## src/rtl/mips_pkg.sv

```systemverilog
// Shared constants for the 5-stage MIPS pipeline.
//   NOP_INSTR     all-zero word (sll $0,$0,0), used for bubbles and flushes
//   INSTR_W/PC_W  instruction and program-counter widths
//   OPCODE_*      position of the major opcode field
package mips_pkg;

   localparam int unsigned INSTR_W   = 32;
   localparam int unsigned PC_W      = 32;
   localparam logic [INSTR_W-1:0] NOP_INSTR = 32'h0000_0000;
   localparam int unsigned OPCODE_MSB = 31;
   localparam int unsigned OPCODE_LSB = 26;

endpackage

```

## src/rtl/if_id_register.sv

```systemverilog
// IF/ID pipeline register.
//   clk, rst        rising-edge clock, synchronous active-high reset
//   load            capture d_* when high, hold otherwise
//   flush           kill the slot (pc 0, NOP, invalid); wins over hold
//   d_pc/d_instr/d_valid   incoming PC+4, instruction word, valid flag
//   q_pc/q_instr/q_valid   registered values to the ID stage
// Reset produces the same value as a flush.
module if_id_register
   import mips_pkg::*;
(
   input  logic               clk,
   input  logic               rst,
   input  logic               load,
   input  logic               flush,
   input  logic [PC_W-1:0]    d_pc,
   input  logic [INSTR_W-1:0] d_instr,
   input  logic               d_valid,
   output logic [PC_W-1:0]    q_pc,
   output logic [INSTR_W-1:0] q_instr,
   output logic               q_valid
);

   always_ff @(posedge clk) begin
      if (rst || flush) begin
         q_pc    <= '0;
         q_instr <= NOP_INSTR;
         q_valid <= 1'b0;
      end else if (load) begin
         q_pc    <= d_pc;
         q_instr <= d_instr;
         q_valid <= d_valid;
      end
   end

endmodule

```

## src/rtl/instruction_fetch_stage.sv

```systemverilog
// IF stage: owns the PC, addresses the external combinational ROM and
// captures the returned word plus PC+4 into the IF/ID register.
//   clk, rst          rising-edge clock, synchronous active-high reset
//   freeze            hazard stall: hold PC and IF/ID
//   branch_taken      redirect to branch_addr and flush IF/ID (beats freeze)
//   branch_addr       redirect target, low two bits dropped
//   rom_instruction   ROM word at pc_out
//   pc_out            current fetch PC (registered)
//   if_id_pc/instr/valid   IF/ID register outputs to decode
module instruction_fetch_stage
   import mips_pkg::*;
#(
   parameter logic [PC_W-1:0] RESET_PC  = 32'd0,
   parameter int unsigned     ROM_BYTES = 48,
   parameter int unsigned     PC_STEP   = 4
) (
   input  logic               clk,
   input  logic               rst,
   input  logic               freeze,
   input  logic               branch_taken,
   input  logic [PC_W-1:0]    branch_addr,
   input  logic [INSTR_W-1:0] rom_instruction,
   output logic [PC_W-1:0]    pc_out,
   output logic [PC_W-1:0]    if_id_pc,
   output logic [INSTR_W-1:0] if_id_instr,
   output logic               if_id_valid
);

   logic [PC_W-1:0]    pc_q;
   logic [PC_W-1:0]    pc_d;
   logic [PC_W-1:0]    pc_plus;
   logic               in_range;
   logic [INSTR_W-1:0] fetched;

   assign pc_plus  = pc_q + PC_W'(PC_STEP);
   assign in_range = (pc_q < PC_W'(ROM_BYTES));
   // Out-of-range ROM addresses float, so never let that data into IF/ID.
   assign fetched  = in_range ? rom_instruction : NOP_INSTR;

   always_comb begin
      pc_d = pc_q;
      if (branch_taken) begin
         pc_d = {branch_addr[PC_W-1:2], 2'b00};
      end else if (!freeze) begin
         pc_d = pc_plus;
      end
   end

   always_ff @(posedge clk) begin
      if (rst) begin
         pc_q <= RESET_PC;
      end else begin
         pc_q <= pc_d;
      end
   end

   assign pc_out = pc_q;

   // Branch flush overrides freeze: the held ID slot is the wrong-path one.
   if_id_register u_if_id (
      .clk     (clk),
      .rst     (rst),
      .load    (~freeze),
      .flush   (branch_taken),
      .d_pc    (pc_plus),
      .d_instr (fetched),
      .d_valid (in_range),
      .q_pc    (if_id_pc),
      .q_instr (if_id_instr),
      .q_valid (if_id_valid)
   );

endmodule

```

## config.mk

```make
export PLATFORM = sky130hd
export DESIGN_NAME = instruction_fetch_stage
export DESIGN_NICKNAME = d
export VERILOG_FILES = /design/src/rtl/mips_pkg.sv /design/src/rtl/if_id_register.sv /design/src/rtl/instruction_fetch_stage.sv
export SDC_FILE = /design/constraint.sdc
export NUM_CORES = 1
export LEC_CHECK = 0
export ABC_AREA = 1
export BUFFER_PORTS_ARGS = -buffer_cell sky130_fd_sc_hd__buf_2
export CORE_UTILIZATION = 30
export DETAILED_ROUTE_END_ITERATION = 7
export GPL_TIMING_DRIVEN = 0
export PLACE_DENSITY = 0.52
export SKIP_LAST_GASP = 1
export SLEW_MARGIN = 20
export SYNTH_ARGS = -nofsm -noshare
export SYNTH_HDL_FRONTEND = slang
export SYNTH_SLANG_ARGS = --single-unit
```

## constraint.sdc

```tcl
create_clock -name clk -period 1.25 [get_ports clk]
set_input_delay 0.125 -clock clk [delete_from_list [all_inputs] [get_ports clk]]
set_output_delay 0.125 -clock clk [all_outputs]
set_load 0.01 [all_outputs]
```

==> qor.yml <==
run_status:
  outcome: "finished with violations"
  failed_checks: "negative setup slack"
critical_path:
  crit_type: "flop to flop"
  crit_required_ns: 1.54
  crit_fanout: 5
  timing.reg2reg.setup_slack_ns: -0.16
  cp-start-kind: "flop"
  critPathCaptureType: "flop"
  arrival_ns: 1.69
placement:
  place.gp.congestion: 0.8427
  io_buffer_count: 158
  dpl.hpwl_um: 11250
pwr:
  p_leak_nw: 3.164
  cellPowerDensity_nw_per_um2: 1092
  irDropWorstVdd_mv: 0.5960
die:
  fp.dieH_um: 122.7
  rows: 43
  boundaryPins: 165
  fp.dieW_um: 122.7
  initial_core_util_pct: 31.11
  die-area_um2: 15050
  core_um2: 14040
sta:
  max_freq_ghz: 0.7117
  finalSetupTns_ns: -8.158
  setup_ws_ns: -0.1552
  tightest_slew_ns: 0.6172
  rsz0062_at_grt: "true"
  setup_viol: 81
  drv_slew: 0
  fin_skew_ns: 0.01079
  finalCritPeriodShare_pct: 112.4
  hold_violations: 0
  fin_crit_ns: 1.405
  slew_headroom_pct: 58.85
cts:
  clock_sinks: 93
  clockRootBuffer: "clkbuf_16"
  hold_buffers: 0
  clkTransAtPathRegs_ns: 0.07
  cts_max_path_buffers: 2
  cts.htree.levels: 3
  cts_inserted_buffers: 9
  worstSkewPairLatency_ns: 0.36
  cts_tree: "done"
synthesis:
  postSynthCellCount: 663
  ys_warn_count: 0
  synth-seq-area-share_pct: 42.62
  synth_top_area_cell: "dfxtp_1"
  synth_area_leaders: "dfxtp_1 43%, nand2_1 22%, nand3_1 9.7%, o21ai_0 4.2%, a21oi_1 4.1%"
  synth_area_um2: 4368
  synth_cell_types: 24
  ys_ff_latch: 93
  synth_top_cell_area_share_pct: 42.62
  synth_area_per_cell_um2: 6.588
final_layout:
  final_cell_mix: "239 x nand2_1, 161 x buf_2, 63 x dfxtp_1"
  area_growth_syn_to_layout_pct: 52.45
  seq_area_um2: 1944
  drive_gt1_share_pct: 41.52
  n_fill_cell: 1408
  multi_input_area_um2: 2581
  final_util_pct: 47.42
  diodes: 0
  layout.nets: 943
  mostFrequentLayoutCell: "nand2_1"
global_route:
  gr-total-overflow: 0
  grt_start_max_net_pins: 18
  antenna_found_initial: 0
  grt_pass1_vias: 4594
  grt_pass1_wl_um: 23770
  grt_usage_pct: 20.81
route:
  antenna_left: 0
  route.detailed.drc: 0
  drtPass1Iterations: 5
  viasPerCell: 4.750
  drt_wl_total_um: 15790
  drtIter0Drc: 218
  routed-via-count: 5030
  wl_per_cell_um: 14.91
flow_run:
  maxCapViolations: 0
worst_hold_path:
  hold_path_class: "primary input to flop"
[final timing paths]
path | startpoint | endpoint | cells after the start
max | pc_out[2] | pc_out[20] | 9
max reg2reg | pc_out[2] | pc_out[20] | 9
min | rom_instruction[30] | u_if_id.q_instr[30] | 3
min reg2reg | u_if_id.q_pc[20] | u_if_id.q_pc[20] | 2
[cells in the mapped netlist]
library cell	count
conb_1	1
nand2_1	256
nand3b_1	1
o211ai_1	1
or2_2	1
buf_2	7
nor2_2	3
o21ai_0	37
nand2_2	1
nand3_1	85
and2_1	1
inv_2	7
o21ai_1	3
buf_4	8
clkbuf_1	16
inv_1	42
nor2_4	8
a21oi_1	36
nand4_1	6
nand3_2	2
nand2_4	1
nor2_1	46
dfxtp_1	93
ha_1	1
[what timing repair did]
action | 4_1_cts | 5_1_grt
setup buffers | 24 | 8
gates resized for setup | 112 | 53
pin swaps | 34 | 38
endpoints found under the setup margin | 79 | 86
cloned | 5 | 2
[stage by stage]
step | hold slack, ns | power (mW) | worst slack (ns) | std cells | area (um2)
global route | 0.02698 | 7.564 | -0.2354 | 1059 | 6659
floorplan | 0.2850 | 3.600 | 0.0002633 | 666 | 4415
global placement | 0.3943 | 3.931 | -0.2565 | 1004 | 5431
detailed placement | 0.3984 | 3.940 | -0.2853 | 1004 | 5431
finish | 0.02363 | 7.274 | -0.1552 | 1059 | 6659
CTS | 0.01402 | 7.261 | -0.1407 | 1049 | 6357
[worst max-delay path, stage by stage, from the launching register on]
cell     delay (ns)
dfxtp_4        0.37
ha_4           0.16
nand3_4        0.08
inv_4          0.10
nand2_8        0.08
nor2_4         0.22
nand2_2        0.08
nand2_2        0.08
nand3_2        0.08
nand2_1        0.09
[layout make-up]
type | count | area share (%)
Sequential cell | 93 | 29.20
Timing Repair Buffer | 196 | 17.68
Tap cell | 180 | 3.382
Clock inverter | 6 | 1.466
Buffer | 31 | 2.950
Clock buffer | 10 | 3.758
Inverter | 49 | 2.800
Multi-Input combinational cell | 494 | 38.76
[cell families after synthesis]
| kind of cell | Yosys count | synth area share (%) |
|---|---|---|
| AOI/OAI and AO/OA | 77 | 8.880 |
| adders and majority gates | 1 | 0.2864 |
| buffers and inverters | 80 | 7.763 |
| DFF | 93 | 42.62 |
| other | 1 | 0.08585 |
| and+or+nand+nor | 411 | 40.36 |
[report_power, final]
| part | total (mW) | switching, mW | leakage, nW | internal (mW) |
|---|---|---|---|---|
| Sequential | 3.15 | 0.111 | 0.772 | 3.04 |
| Combinational | 0.940 | 0.538 | 2.22 | 0.403 |
| Clock | 3.18 | 1.28 | 0.171 | 1.91 |
| Total | 7.27 | 1.93 | 3.16 | 5.35 |
[per-layer routing]
| metal | share of wire (%) | global-route usage [%] | vias up |
|---|---|---|---|
| met2 | 46 | 32.20 | 139 |
| met5 | 0 | 0 | - |
| met1 | 47 | 28.44 | 2326 |
| li1 | - | - | 2542 |
| met4 | 2.3 | 8.918 | 0 |
| met3 | 4.9 | 3.392 | 23 |
[registers in the layout, summed over array words and instances (netlist names)]
name / flops
pc_out: 30
u_if_id.q_valid: 1
u_if_id.q_pc: 30
u_if_id.q_instr: 32
Power figures use the tool's default switching activity.
